--- src/rtl/cipher_sequencer_if.sv ---
//------------------------------------------------------------------------------
// Module   : cipher_sequencer_if
// Purpose  : Keyboard, cipher-datapath, VGA and status bundle of the sequencer.
// Revision : 1.0
//------------------------------------------------------------------------------
`default_nettype none

interface cipher_sequencer_if #(
   parameter int AW = 4
);
   logic          kb_ready;
   logic [7:0]    kb_ascii;
   logic          enter_n;
   logic          key_load;
   logic [7:0]    key_char;
   logic          enc_valid;
   logic [7:0]    enc_char;
   logic          enc_ready;
   logic          res_valid;
   logic [7:0]    res_char;
   logic          vga_go;
   logic [7:0]    vga_char;
   logic          vga_busy;
   logic [2:0]    state;
   logic [AW:0]   count;
   logic          overflow;

   // The sequencer drives requests and status; the environment answers.
   modport master (
      input  kb_ready, kb_ascii, enter_n, enc_ready, res_valid, res_char, vga_busy,
      output key_load, key_char, enc_valid, enc_char, vga_go, vga_char,
             state, count, overflow
   );

   modport slave (
      output kb_ready, kb_ascii, enter_n, enc_ready, res_valid, res_char, vga_busy,
      input  key_load, key_char, enc_valid, enc_char, vga_go, vga_char,
             state, count, overflow
   );
endinterface

`default_nettype wire

--- src/rtl/cipher_sequencer.sv ---
//------------------------------------------------------------------------------
// Module   : cipher_sequencer
// Purpose  : Captures key and message, streams it through the cipher, shows it.
// Revision : 1.0
//------------------------------------------------------------------------------
`default_nettype none

module cipher_sequencer #(
   parameter int DEPTH = 16,
   parameter int AW    = 4
) (
   input  logic               clk,
   input  logic               resetn,
   cipher_sequencer_if.master bus
);

   localparam logic [2:0] c_S_IDLE       = 3'd0;
   localparam logic [2:0] c_S_KEY        = 3'd1;
   localparam logic [2:0] c_S_MSG        = 3'd2;
   localparam logic [2:0] c_S_ENC        = 3'd3;
   localparam logic [2:0] c_S_SHOW       = 3'd4;
   localparam logic [2:0] c_S_DONE       = 3'd5;
   localparam logic [1:0] c_SUB_ISSUE    = 2'd0;
   localparam logic [1:0] c_SUB_WAIT     = 2'd1;
   localparam logic [1:0] c_SUB_GO       = 2'd0;
   localparam logic [1:0] c_SUB_HOLD     = 2'd1;
   localparam logic [1:0] c_SUB_IDLEWAIT = 2'd2;
   localparam logic [AW:0]   c_FULL    = (AW+1)'(DEPTH);
   localparam logic [AW:0]   c_CNT_ONE = 1;
   localparam logic [AW-1:0] c_IDX_ONE = 1;

   logic [2:0]    r_state;
   logic [1:0]    r_sub;
   logic [AW-1:0] r_idx;
   logic [AW:0]   r_count;
   logic          r_overflow;
   logic          r_key_load;
   logic [7:0]    r_key_char;
   logic          r_enc_valid;
   logic [7:0]    r_enc_char;
   logic          r_vga_go;
   logic [7:0]    r_vga_char;
   logic          r_enter_s1, r_enter_s2, r_enter_s3, r_enter_evt;
   logic          r_kb_valid;
   logic [7:0]    r_kb_char;
   logic [7:0]    r_buf [DEPTH];

   logic          w_store, w_drop, w_last, w_res_take, w_buf_we;
   logic [AW:0]   w_count_nxt;
   logic [AW-1:0] w_buf_addr;
   logic [7:0]    w_buf_wdata;

   always_comb begin
      w_store     = (r_state == c_S_MSG) && r_kb_valid && (r_count != c_FULL);
      w_drop      = (r_state == c_S_MSG) && r_kb_valid && (r_count == c_FULL);
      w_count_nxt = w_store ? (r_count + c_CNT_ONE) : r_count;
      w_last      = ({1'b0, r_idx} == (r_count - c_CNT_ONE));
      w_res_take  = (r_state == c_S_ENC) && (r_sub == c_SUB_WAIT) && bus.res_valid;
      w_buf_we    = w_store || w_res_take;
      w_buf_addr  = w_store ? r_count[AW-1:0] : r_idx;
      w_buf_wdata = w_store ? r_kb_char : bus.res_char;
   end

   // Message storage carries no reset; r_count alone marks valid entries.
   always_ff @(posedge clk) begin
      if (w_buf_we) r_buf[w_buf_addr] <= w_buf_wdata;
   end

   always_ff @(posedge clk or negedge resetn) begin
      if (!resetn) begin
         r_state     <= c_S_IDLE;
         r_sub       <= 2'd0;
         r_idx       <= '0;
         r_count     <= '0;
         r_overflow  <= 1'b0;
         r_key_load  <= 1'b0;
         r_key_char  <= 8'h00;
         r_enc_valid <= 1'b0;
         r_enc_char  <= 8'h00;
         r_vga_go    <= 1'b0;
         r_vga_char  <= 8'h00;
         r_enter_s1  <= 1'b1;
         r_enter_s2  <= 1'b1;
         r_enter_s3  <= 1'b1;
         r_enter_evt <= 1'b0;
         r_kb_valid  <= 1'b0;
         r_kb_char   <= 8'h00;
      end else begin
         r_enter_s1  <= bus.enter_n;
         r_enter_s2  <= r_enter_s1;
         r_enter_s3  <= r_enter_s2;
         r_enter_evt <= r_enter_s3 & ~r_enter_s2;
         r_kb_valid  <= bus.kb_ready && (bus.kb_ascii != 8'h00);
         r_kb_char   <= bus.kb_ascii;
         r_key_load  <= 1'b0;
         r_vga_go    <= 1'b0;
         case (r_state)
            c_S_IDLE: if (r_enter_evt) r_state <= c_S_KEY;
            c_S_KEY: begin
               if (r_kb_valid) begin
                  r_key_char <= r_kb_char;
                  r_key_load <= 1'b1;
                  r_state    <= c_S_MSG;
               end
            end
            c_S_MSG: begin
               // A keystroke in the enter cycle counts toward the empty check.
               r_count <= w_count_nxt;
               if (w_drop) r_overflow <= 1'b1;
               if (r_enter_evt) begin
                  r_state <= (w_count_nxt != '0) ? c_S_ENC : c_S_DONE;
                  r_sub   <= c_SUB_ISSUE;
                  r_idx   <= '0;
               end
            end
            c_S_ENC: begin
               if (r_sub == c_SUB_ISSUE) begin
                  if (!r_enc_valid) begin
                     r_enc_valid <= 1'b1;
                     r_enc_char  <= r_buf[r_idx];
                  end else if (bus.enc_ready) begin
                     r_enc_valid <= 1'b0;
                     r_sub       <= c_SUB_WAIT;
                  end
               end else if (bus.res_valid) begin
                  if (w_last) begin
                     r_state <= c_S_SHOW;
                     r_sub   <= c_SUB_GO;
                     r_idx   <= '0;
                  end else begin
                     r_idx <= r_idx + c_IDX_ONE;
                     r_sub <= c_SUB_ISSUE;
                  end
               end
            end
            c_S_SHOW: begin
               case (r_sub)
                  c_SUB_GO: begin
                     if (!bus.vga_busy) begin
                        r_vga_go   <= 1'b1;
                        r_vga_char <= r_buf[r_idx];
                        r_sub      <= c_SUB_HOLD;
                     end
                  end
                  c_SUB_HOLD: r_sub <= c_SUB_IDLEWAIT;
                  default: begin
                     if (!bus.vga_busy) begin
                        if (w_last) begin
                           r_state <= c_S_DONE;
                           r_idx   <= '0;
                        end else begin
                           r_idx <= r_idx + c_IDX_ONE;
                        end
                        r_sub <= c_SUB_GO;
                     end
                  end
               endcase
            end
            c_S_DONE: begin
               if (r_enter_evt) begin
                  r_state    <= c_S_IDLE;
                  r_count    <= '0;
                  r_overflow <= 1'b0;
               end
            end
            default: r_state <= c_S_IDLE;
         endcase
      end
   end

   assign bus.key_load  = r_key_load;
   assign bus.key_char  = r_key_char;
   assign bus.enc_valid = r_enc_valid;
   assign bus.enc_char  = r_enc_char;
   assign bus.vga_go    = r_vga_go;
   assign bus.vga_char  = r_vga_char;
   assign bus.state     = r_state;
   assign bus.count     = r_count;
   assign bus.overflow  = r_overflow;

endmodule

`default_nettype wire

--- src/flat_wrapper.sv ---
// flat-port wrapper written by rule: the top's interface ports become plain ports
module cipher_sequencer_flat 
#(
   parameter int DEPTH = 16,
   parameter int AW    = 4
)
  (clk, resetn, bus_kb_ready, bus_kb_ascii, bus_enter_n, bus_enc_ready, bus_res_valid, bus_res_char, bus_vga_busy, bus_key_load, bus_key_char, bus_enc_valid, bus_enc_char, bus_vga_go, bus_vga_char, bus_state, bus_count, bus_overflow);
  cipher_sequencer_if #(.AW(AW)) bus_i ();
  input  logic clk;
  input  logic resetn;
  input wire logic [$bits(bus_i.kb_ready)-1:0] bus_kb_ready;
  input wire logic [$bits(bus_i.kb_ascii)-1:0] bus_kb_ascii;
  input wire logic [$bits(bus_i.enter_n)-1:0] bus_enter_n;
  input wire logic [$bits(bus_i.enc_ready)-1:0] bus_enc_ready;
  input wire logic [$bits(bus_i.res_valid)-1:0] bus_res_valid;
  input wire logic [$bits(bus_i.res_char)-1:0] bus_res_char;
  input wire logic [$bits(bus_i.vga_busy)-1:0] bus_vga_busy;
  output wire logic [$bits(bus_i.key_load)-1:0] bus_key_load;
  output wire logic [$bits(bus_i.key_char)-1:0] bus_key_char;
  output wire logic [$bits(bus_i.enc_valid)-1:0] bus_enc_valid;
  output wire logic [$bits(bus_i.enc_char)-1:0] bus_enc_char;
  output wire logic [$bits(bus_i.vga_go)-1:0] bus_vga_go;
  output wire logic [$bits(bus_i.vga_char)-1:0] bus_vga_char;
  output wire logic [$bits(bus_i.state)-1:0] bus_state;
  output wire logic [$bits(bus_i.count)-1:0] bus_count;
  output wire logic [$bits(bus_i.overflow)-1:0] bus_overflow;
  assign bus_i.kb_ready = bus_kb_ready;
  assign bus_i.kb_ascii = bus_kb_ascii;
  assign bus_i.enter_n = bus_enter_n;
  assign bus_i.enc_ready = bus_enc_ready;
  assign bus_i.res_valid = bus_res_valid;
  assign bus_i.res_char = bus_res_char;
  assign bus_i.vga_busy = bus_vga_busy;
  assign bus_key_load = bus_i.key_load;
  assign bus_key_char = bus_i.key_char;
  assign bus_enc_valid = bus_i.enc_valid;
  assign bus_enc_char = bus_i.enc_char;
  assign bus_vga_go = bus_i.vga_go;
  assign bus_vga_char = bus_i.vga_char;
  assign bus_state = bus_i.state;
  assign bus_count = bus_i.count;
  assign bus_overflow = bus_i.overflow;
  cipher_sequencer #(.DEPTH(DEPTH), .AW(AW)) u_core (.clk(clk), .resetn(resetn), .bus(bus_i));
endmodule
--- config.mk ---
export PLATFORM = sky130hd
export DESIGN_NAME = cipher_sequencer_flat
export DESIGN_NICKNAME = d
export VERILOG_FILES = /design/src/rtl/cipher_sequencer_if.sv /design/src/rtl/cipher_sequencer.sv /design/src/flat_wrapper.sv
export SDC_FILE = /design/constraint.sdc
export NUM_CORES = 1
export LEC_CHECK = 0
export ABC_AREA = 1
export CORE_ASPECT_RATIO = 2
export CORE_MARGIN = 2
export CORE_UTILIZATION = 23
export DETAILED_ROUTE_END_ITERATION = 10
export HOLD_SLACK_MARGIN = 0.15
export SLEW_MARGIN = 20
export SYNTH_ARGS = -nofsm -noshare
export SYNTH_HDL_FRONTEND = slang
export SYNTH_SLANG_ARGS = --single-unit
export TNS_END_PERCENT = 100
--- constraint.sdc ---
create_clock -name clk -period 3.38 [get_ports clk]
set_input_delay 0.338 -clock clk [delete_from_list [all_inputs] [get_ports clk]]
set_output_delay 0.338 -clock clk [all_outputs]
set_load 0.005 [all_outputs]
* Yosys cells after proc, flatten, opt, wreduce, memory -nomap -nowiden
Memories as Yosys holds them, arrays and structs flattened. Index checks and enable logic that the tools add are counted.
Storage, ports and cells: register bits 55, RAM bits 128, input port bits 23, output and inout port bits 36, logic and storage cells 118, memories 1
Cells by class: add/subtract/negate cells 3, equality and inequality tests 25, multiplexer cells 45, bitwise gates (word level) 4, reduce and logical (&&, ||, !) cells 23
Memory list:
- u_core.r_buf | words 16, width 8, rd ports 1, clocked after memory_dff 0, wr ports 1, RTL line cipher_sequencer.sv:46 | logic [7:0] r_buf [DEPTH];
Operators by type and width (number):
- two-way mux 3 bit | 11
- two-way mux 4 bit | 7
- case mux 3 bit (6 select lines) | 1
- two-way mux 2 bit | 7
- inequality test 2 x 1 -> 1 bit, second input constant | 7
- case mux 4 bit (3 select lines) | 1
- two-way mux 1 bit | 11
- two-way mux 5 bit | 2
- case mux 5 bit (2 select lines) | 1
- AND reduction 10 bit | 1
- inequality test 3 bit, second input constant | 3
- AND reduction 3 bit | 3
- two-way mux 8 bit | 1
- inequality test 2 bit, second input constant | 4
- nonzero test 8 bit | 1
- AND reduction 7 bit | 1
- == test 3 x 2 -> 1 bit, second input constant | 2
- == test 3 bit, second input constant | 2
- logical AND 1 bit | 6
- inequality test 3 x 2 -> 1 bit, second input constant | 2
- case mux 2 bit (3 select lines) | 1
- AND reduction 2 bit | 3
- AND reduction 6 bit | 1
- adder 5 x 1 -> 5 bit, second input constant | 1
- 18 further kinds | 20

* Depth between registers and ports, before layout
Gate-level depths: netlist of the first run.
depth in word-level cells 8, depth in mapped cells 14

* Worst setup path after synthesis of the first run
Ideal clock, no wire load.
path type reg-to-reg, start point register u_core.r_count[0], in the netlist u_core.bus.count[0], end point memory u_core.r_buf[12][0], enable pin, data arrival time 1.882 ns, path slack 1.127 ns, stages on the path, launching flop included 11, buffers on the path 1, path through dfrtp_1 -> inv_1 -> ha_1 -> nand3_2 -> nand2_2 -> buf_6 -> o31ai_1 -> inv_2 -> nor2_1 -> nand2_1 -> nor2_1
On the way: longest elaborated chain between the ends 5, elaborated cells on any way between the ends 6, classes of those cells eq/ne: 1; mux: 3; reduce/logical: 2
RTL lines:
- from (decl) | RTL line cipher_sequencer.sv:35 | logic [AW:0] r_count;
- from (signal assigned) | RTL line cipher_sequencer.sv:108 | r_count <= w_count_nxt;
- inequality test 5 bit | RTL line cipher_sequencer.sv:54 | w_store = (r_state == c_S_MSG) && r_kb_valid && (r_count != c_FULL);
- logical AND 1 bit | RTL line cipher_sequencer.sv:54
- logical OR 1 bit | RTL line cipher_sequencer.sv:59 | w_buf_we = w_store || w_res_take;
- two-way mux 1 bit | RTL line cipher_sequencer.sv:66 | if (w_buf_we) r_buf[w_buf_addr] <= w_buf_wdata;
- two-way mux 1 bit (implied by the code) | RTL line cipher_sequencer.sv:66
- to (decl) | RTL line cipher_sequencer.sv:46
Parallel ways exist; a longest one is shown, timed or not.

* Final worst setup path of the first run
start point register u_core.r_count[0], in the netlist u_core.bus.count[0], end point memory u_core.r_buf[12][1], enable pin
The elaborated chain is that of the path after synthesis.

==> results of run 1 <==
-- synth_stat cells (3+ instances only) --
cell type and count:
o221ai_1 13, buf_2 11, ha_1 3, dfrtp_1 52
nand2_2 3, inv_1 29, nor2_1 114, a21oi_1 4
o21ai_1 17, nand4_1 5, o22ai_1 17, nand3_1 19
nand2_1 105, a31oi_1 8, a21oi_2 3, edfxtp_1 128
nor3_1 4, dfstp_2 3, o21ai_0 72, o211ai_1 18
clkbuf_1 20, inv_2 13
-- layer usage --
metal  wire length, um  part of all wire, %
met2             11900                   59
met5                 0                    0
met4              1500                  7.3
met1              6290                   31
met3               652                  3.2
-- logic make-up after synthesis --
logic type               count (synthesis)  synth area share (%)
buffers and inverters                   76                  4.11
XOR/XNOR                                 4                 0.459
flip-flops                             183                  68.4
adder cells (fa/ha/maj)                  3                 0.492
AND/OR/NAND/NOR                        260                  14.3
AO/OA/AOI/OAI                          157                  12.3
-- power by group through the flow --
stage | Sequential (mW) | Clock (mW) | Combinational [mW]
final | 2.81 | 1.92 | 2.12
after detailed placement | 2.86 | 0 | 2.14
after floorplan | 2.86 | 0 | 1.17
after global routing | 2.84 | 2.04 | 2.33
after CTS | 2.82 | 1.95 | 2.15
after global placement | 2.86 | 0 | 2.13
-- through the flow --
stage	utilization, %	hold slack, ns	area [um2]	cells	total power, mW
floorplan	-	0.0424	7640	683	4.03
global placement	26.9	0.346	8820	1167	4.99
detailed placement	26.9	0.349	8820	1167	5.00
CTS	28.6	0.289	9400	1200	6.91
global route	28.6	0.290	9400	1200	7.21
finish	28.6	0.300	9400	1200	6.85
-- how the worst max path moves through the flow --
| stage | start | end |
|---|---|---|
| after floorplan | u_core.bus.count[0]$_DFFE_PN0P_ | u_core.r_buf[12][0]$_DFFE_PP_ |
| after global placement | u_core.bus.count[0]$_DFFE_PN0P_ | u_core.r_buf[12][3]$_DFFE_PP_ |
| after detailed placement | u_core.bus.count[0]$_DFFE_PN0P_ | u_core.r_buf[2][1]$_DFFE_PP_ |
| after CTS | u_core.bus.count[0]$_DFFE_PN0P_ | u_core.r_buf[2][0]$_DFFE_PP_ |
| after global routing | u_core.bus.count[1]$_DFFE_PN0P_ | u_core.r_buf[2][1]$_DFFE_PP_ |
| final | u_core.bus.count[0]$_DFFE_PN0P_ | u_core.r_buf[12][1]$_DFFE_PP_ |
-- worst register-to-register path: cells and delay by family, from the launching register on --
kind	cells	cell delay (ns)
AOI/OAI and AO/OA	1	0.31
adders and majority gates	1	0.27
buffers and inverters	2	0.19
DFF	1	0.46
and+or+nand+nor	5	1.34
-- layout make-up --
cell class	count	area share [%]
Clock buffer	19	4.61
Clock inverter	13	1.46
Inverter	42	1.68
Multi-Input combinational cell	424	22.3
Sequential cell	183	55.6
Tap cell	432	5.75
Timing Repair Buffer	87	8.60
-- state kept, by name, indices dropped and copies added, names as in the netlist, 2 cells and up --
name                 flops
u_core.r_buf           128
u_core.bus.enc_char      8
u_core.r_sub             2
u_core.bus.state         3
u_core.bus.key_char      8
u_core.bus.vga_char      8
u_core.r_idx             4
u_core.r_kb_char         8
u_core.bus.count         5
==> impl_metrics.tcl, run 1 <==
set metrics [dict create \
    status "complete, no violations" \
    cts-root-buf "clkbuf_16" \
    crit_fanout 29 \
    cts.path.max_buffers 2 \
    p_clk_share_pct 27.9 \
    seq_area_frac_synth_pct 68.4 \
    reg2reg_from "u_core.bus.count[0]$_DFFE_PN0P_" \
    synth_top_area_cell "edfxtp_1" \
    final.setup.tns_ns 0 \
    antenna_found_initial 0 \
    mostFrequentLayoutCells "128 x edfxtp_1, 114 x nor2_1, 105 x nand2_1, 72 x o21ai_0, 57 x clkdlybuf4s50_1" \
    power_frac_seq_pct 41.1 \
    grt_pass1_vias 5512 \
    met1_usage_pct 9.75 \
    hold_start "bus_enter_n" \
    numCtsBuffers 17 \
    peakVddDrop_mv 0.427 \
    period_share_pct 86.6 \
    synth.area.top_cells "edfxtp_1 50%, dfrtp_1 17%, nor2_1 5.6%" \
    synthArstFlopShare_pct 30.1 \
    crit_buf_inv 2 \
    end_kind "register" \
    rr_worst_depth 9 \
    avgSynthCellArea_um2 11.2 \
    synthFlopType "edfxtp_1" \
    switching_share_pct 34.4 \
    io_pins 59 \
    synth_edf_count 128 \
    max_freq_mhz 342 \
    postCtsSetupBuffers 0 \
    cts_tree "yes" \
    clk_pin_slew_ns 0.07 \
    grt_max_degree 68 \
    slowest_delay_ns 0.52 \
    synthesis.area_um2 7640 \
    internal_power_mw 4.50 \
    synth_cell_types 36 \
    detail_route.wirelength_um 20400 \
    drcViolationCount 0 \
    viasPerCell 4.48 \
    postCtsHoldBufs 1 \
    rows 94 \
    synth-seq-cells 183 \
    drv_slew 0 \
    cpMostUsedCell "nor2_1" \
    rr_endpoint "u_core.r_buf[12][1]$_DFFE_PP_" \
    fin_skew_ns 0.0107 \
    fp.dieW_um 133 \
    htree_levels 4 \
    relSlewSlack_pct 33.6 \
    grt_pass1_wl_um 30900 \
    grt_use_met3_pct 2.12 \
    hold_path_depth 1 \
    combPwrFrac_pct 31.0 \
    nFillCells 3322 \
    layout.area.seq_um2 5230 \
    dpl.hpwl_um 15000 \
    worstHoldPathType "in -> reg" \
    syn_inst 683 \
    netlist.area_leader.share_pct 50.3 \
    synth-warning-count 0 \
    nets 781 \
    synthesis.nets 709 \
    multi_input_area_um2 2100 \
    grt_busiest_layer "met2" \
    wire_per_inst_um 17.0 \
    cellLeakagePower_nw 3.42 \
    worstPathCellList "inv_1 -> ha_1 -> nand3_2 -> nand2_2 -> o31ai_1 -> inv_2 -> nor2_1 -> nand2_1 -> nor2_1" \
    startpoint_type "register" \
    pre_cts_ws_ns 0.464 \
    layout_commonest_cell "edfxtp_1" \
    drtPass1Iterations 5 \
    switchingPower_mw 2.36 \
    gp_congestion 0.800 \
    start_util_pct 23.3 \
    critPathArrivalTime_ns 3.01 \
    whs_endpoint "u_core.r_enter_s1$_DFF_PN1_" \
    crit_family "simple AND/OR/NAND/NOR gates" \
    die_h_um 262 \
    grtUsageTotal_pct 12.2 \
    clock-sinks 183 \
    worst_path_max_delay_cell "nor2_1" \
    io_buffers 58 \
    clock_latency_ns 0.44 \
    drive_above_1_share_pct 12.0 \
    hold_violations 0 \
    drt_iter0_markers 291 \
    die_area_um2 34800 \
    rsz0062_at_grt "false" \
    cp.required_ns 3.46 \
    core_um2 32800 \
    grt-ovfl-total 0 \
    area_growth_pct 23.1 \
    rrSetupSlack_ns 0.45 \
    worstMarginPinSlew_ns 0.991 \
    critical_path_class "reg -> reg" \
    setup_viol 0 \
    power_per_cell_area_nw_per_um2 729 \
    diodes 0 \
    post_cts_resized 0 \
    gr-usage-met2_pct 24.9 \
    via_count 5378 \
    drtAntennaViolNets 0 \
    maxCapViolCount 0 \
    cp.depth 9 \
    fin_crit_ns 2.93 \
    fin_ws_ns 0.452 \
]
(Power assumes the default switching activity.)
==> run 2: changes to the inputs <==
--- a/config.mk
+++ b/config.mk
@@ -9,7 +9,9 @@
 export CORE_ASPECT_RATIO = 2
 export CORE_MARGIN = 2
 export CORE_UTILIZATION = 23
+export CTS_CLUSTER_SIZE = 16
 export DETAILED_ROUTE_END_ITERATION = 10
+export GPL_TIMING_DRIVEN = 0
 export HOLD_SLACK_MARGIN = 0.15
 export SLEW_MARGIN = 20
 export SYNTH_ARGS = -nofsm -noshare
==> impl_metrics.tcl, run 2 (synthesis gave the netlist of run 1 again) <==
set metrics [dict create \
    die_area_um2 34800 \
    fin_crit_ns 3.17 \
    grt_pass1_wl_um 32900 \
    fin_skew_ns 0.00966 \
    layout_commonest_cell "edfxtp_1" \
    period_share_pct 93.9 \
    rrSetupSlack_ns 0.21 \
    highest_layer "met4" \
    via_count 5487 \
    clock-sinks 183 \
    drtAntennaViolNets 0 \
    m1WireLength_um 6660 \
    dpl.hpwl_um 16400 \
    drcViolationCount 0 \
    final.setup.tns_ns 0 \
    fp.dieW_um 133 \
    grt-ovfl-total 0 \
    critPathArrivalTime_ns 3.24 \
    startpoint_type "register" \
    setup_viol 0 \
    relSlewSlack_pct 34.9 \
    wl_met2_um 12800 \
    clk_pin_slew_ns 0.07 \
    mostFrequentLayoutCells "128 x edfxtp_1, 114 x nor2_1, 105 x nand2_1, 72 x o21ai_0, 57 x clkdlybuf4s50_1" \
    rsz0062_at_grt "false" \
    grt_max_degree 39 \
    worstHoldPathType "in -> async" \
    fin_area_um2 9420 \
    io_buffers 58 \
    multi_input_area_um2 2130 \
    drv_slew 0 \
    cts.path.max_buffers 2 \
    regMostFlops "u_core.r_buf" \
    cp.required_ns 3.45 \
    worstMarginPinSlew_ns 0.972 \
    area_growth_pct 23.3 \
    drive_above_1_share_pct 11.2 \
    maxCapViolCount 0 \
    cts-root-buf "clkbuf_16" \
    nets 788 \
    io_pins 59 \
    cellLeakagePower_nw 3.40 \
    max_freq_mhz 315 \
    diodes 0 \
    die_h_um 262 \
    hold_violations 0 \
    drt_iter0_markers 315 \
    drtPass1Iterations 5 \
    post_cts_resized 0 \
    numCtsBuffers 17 \
    cts_tree "yes" \
    core_um2 32800 \
    status "complete, no violations" \
    antenna_found_initial 0 \
    clock_latency_ns 0.45 \
    htree_levels 4 \
    crit_fanout 10 \
    grtUsageTotal_pct 13.0 \
    dpl-instance-area_um2 8800 \
    nFillCells 3333 \
    detail_route.wirelength_um 22000 \
    layout.area.seq_um2 5220 \
    largest_reg_flops 128 \
    gp_congestion 0.826 \
    grt_pass1_vias 5676 \
    start_util_pct 23.3 \
    critical_path_class "reg -> reg" \
    viasPerCell 4.55 \
    power_per_cell_area_nw_per_um2 740 \
    peakVddDrop_mv 0.375 \
    rows 94 \
    met3_length_um 753 \
    end_kind "register" \
    wire_per_inst_um 18.3 \
]
run 2: worst paths after layout:
check,start,endpoint,cells past startpoint
setup / recovery,u_core.bus.count[1]$_DFFE_PN0P_,u_core.r_buf[9][3]$_DFFE_PP_,8
hold / removal,resetn,u_core.r_kb_char[1]$_DFF_PN0_,2
setup reg to reg,u_core.bus.count[1]$_DFFE_PN0P_,u_core.r_buf[9][3]$_DFFE_PP_,8
hold reg to reg,u_core.r_enter_s1$_DFF_PN1_,u_core.r_enter_s2$_DFF_PN1_,0
max in group asynchronous,resetn,u_core.r_enter_s2$_DFF_PN1_,3
min in group clk,bus_enter_n,u_core.r_enter_s1$_DFF_PN1_,1
run 2: layer usage:
| metal | vias up | track usage [%] |
|---|---|---|
| li1 | 2566 | - |
| met1 | 2633 | 10.3 |
| met2 | 207 | 26.2 |
| met3 | 81 | 2.76 |
| met4 | 0 | 11.1 |
| met5 | - | 0 |
run 2: power breakdown:
part	total, mW	switching [mW]	internal (mW)	leakage, nW
combinational	2.15	1.36	0.795	1.27
sequential	2.84	0.173	2.67	1.84
clock	1.97	0.977	0.998	0.286
total	6.97	2.51	4.46	3.40
run 2: per-stage QoR:
step	utilization, %	power (mW)	hold WS [ns]	instances	setup WS (ns)
after floorplan	-	4.03	0.0424	683	1.13
after CTS	28.7	7.00	0.292	1207	0.214
after global routing	28.7	7.32	0.293	1207	0.0154
final	28.7	6.97	0.296	1207	0.205
after global placement	26.7	4.98	0.350	1173	0.124
after detailed placement	26.8	5.03	0.222	1174	0.236
run 2: worst max-delay path, cell delays in order, from the launching register on:
cell and delay, ns:
dfrtp_1 0.54, inv_1 0.15, ha_1 0.26, nand3_2 0.19, nand2_2 0.09, buf_6 0.16, o31ai_1 0.19, nand3_1 0.37
nor2_1 0.84
run 2: final cells by class:
type | instances | share of cell area, %
Timing Repair Buffer | 60 | 6.46
Sequential cell | 183 | 55.5
Clock buffer | 17 | 4.52
Clock inverter | 15 | 1.87
Inverter | 42 | 1.67
Buffer | 34 | 1.66
Multi-Input combinational cell | 424 | 22.6
Tap cell | 432 | 5.74
run 2: what timing repair did:
action | in CTS | in global routing
setup buffers | 0 | 0
endpoints found under the hold margin | 52 | 0
hold buffers | 1 | 0
endpoints found under the setup margin | 0 | 0
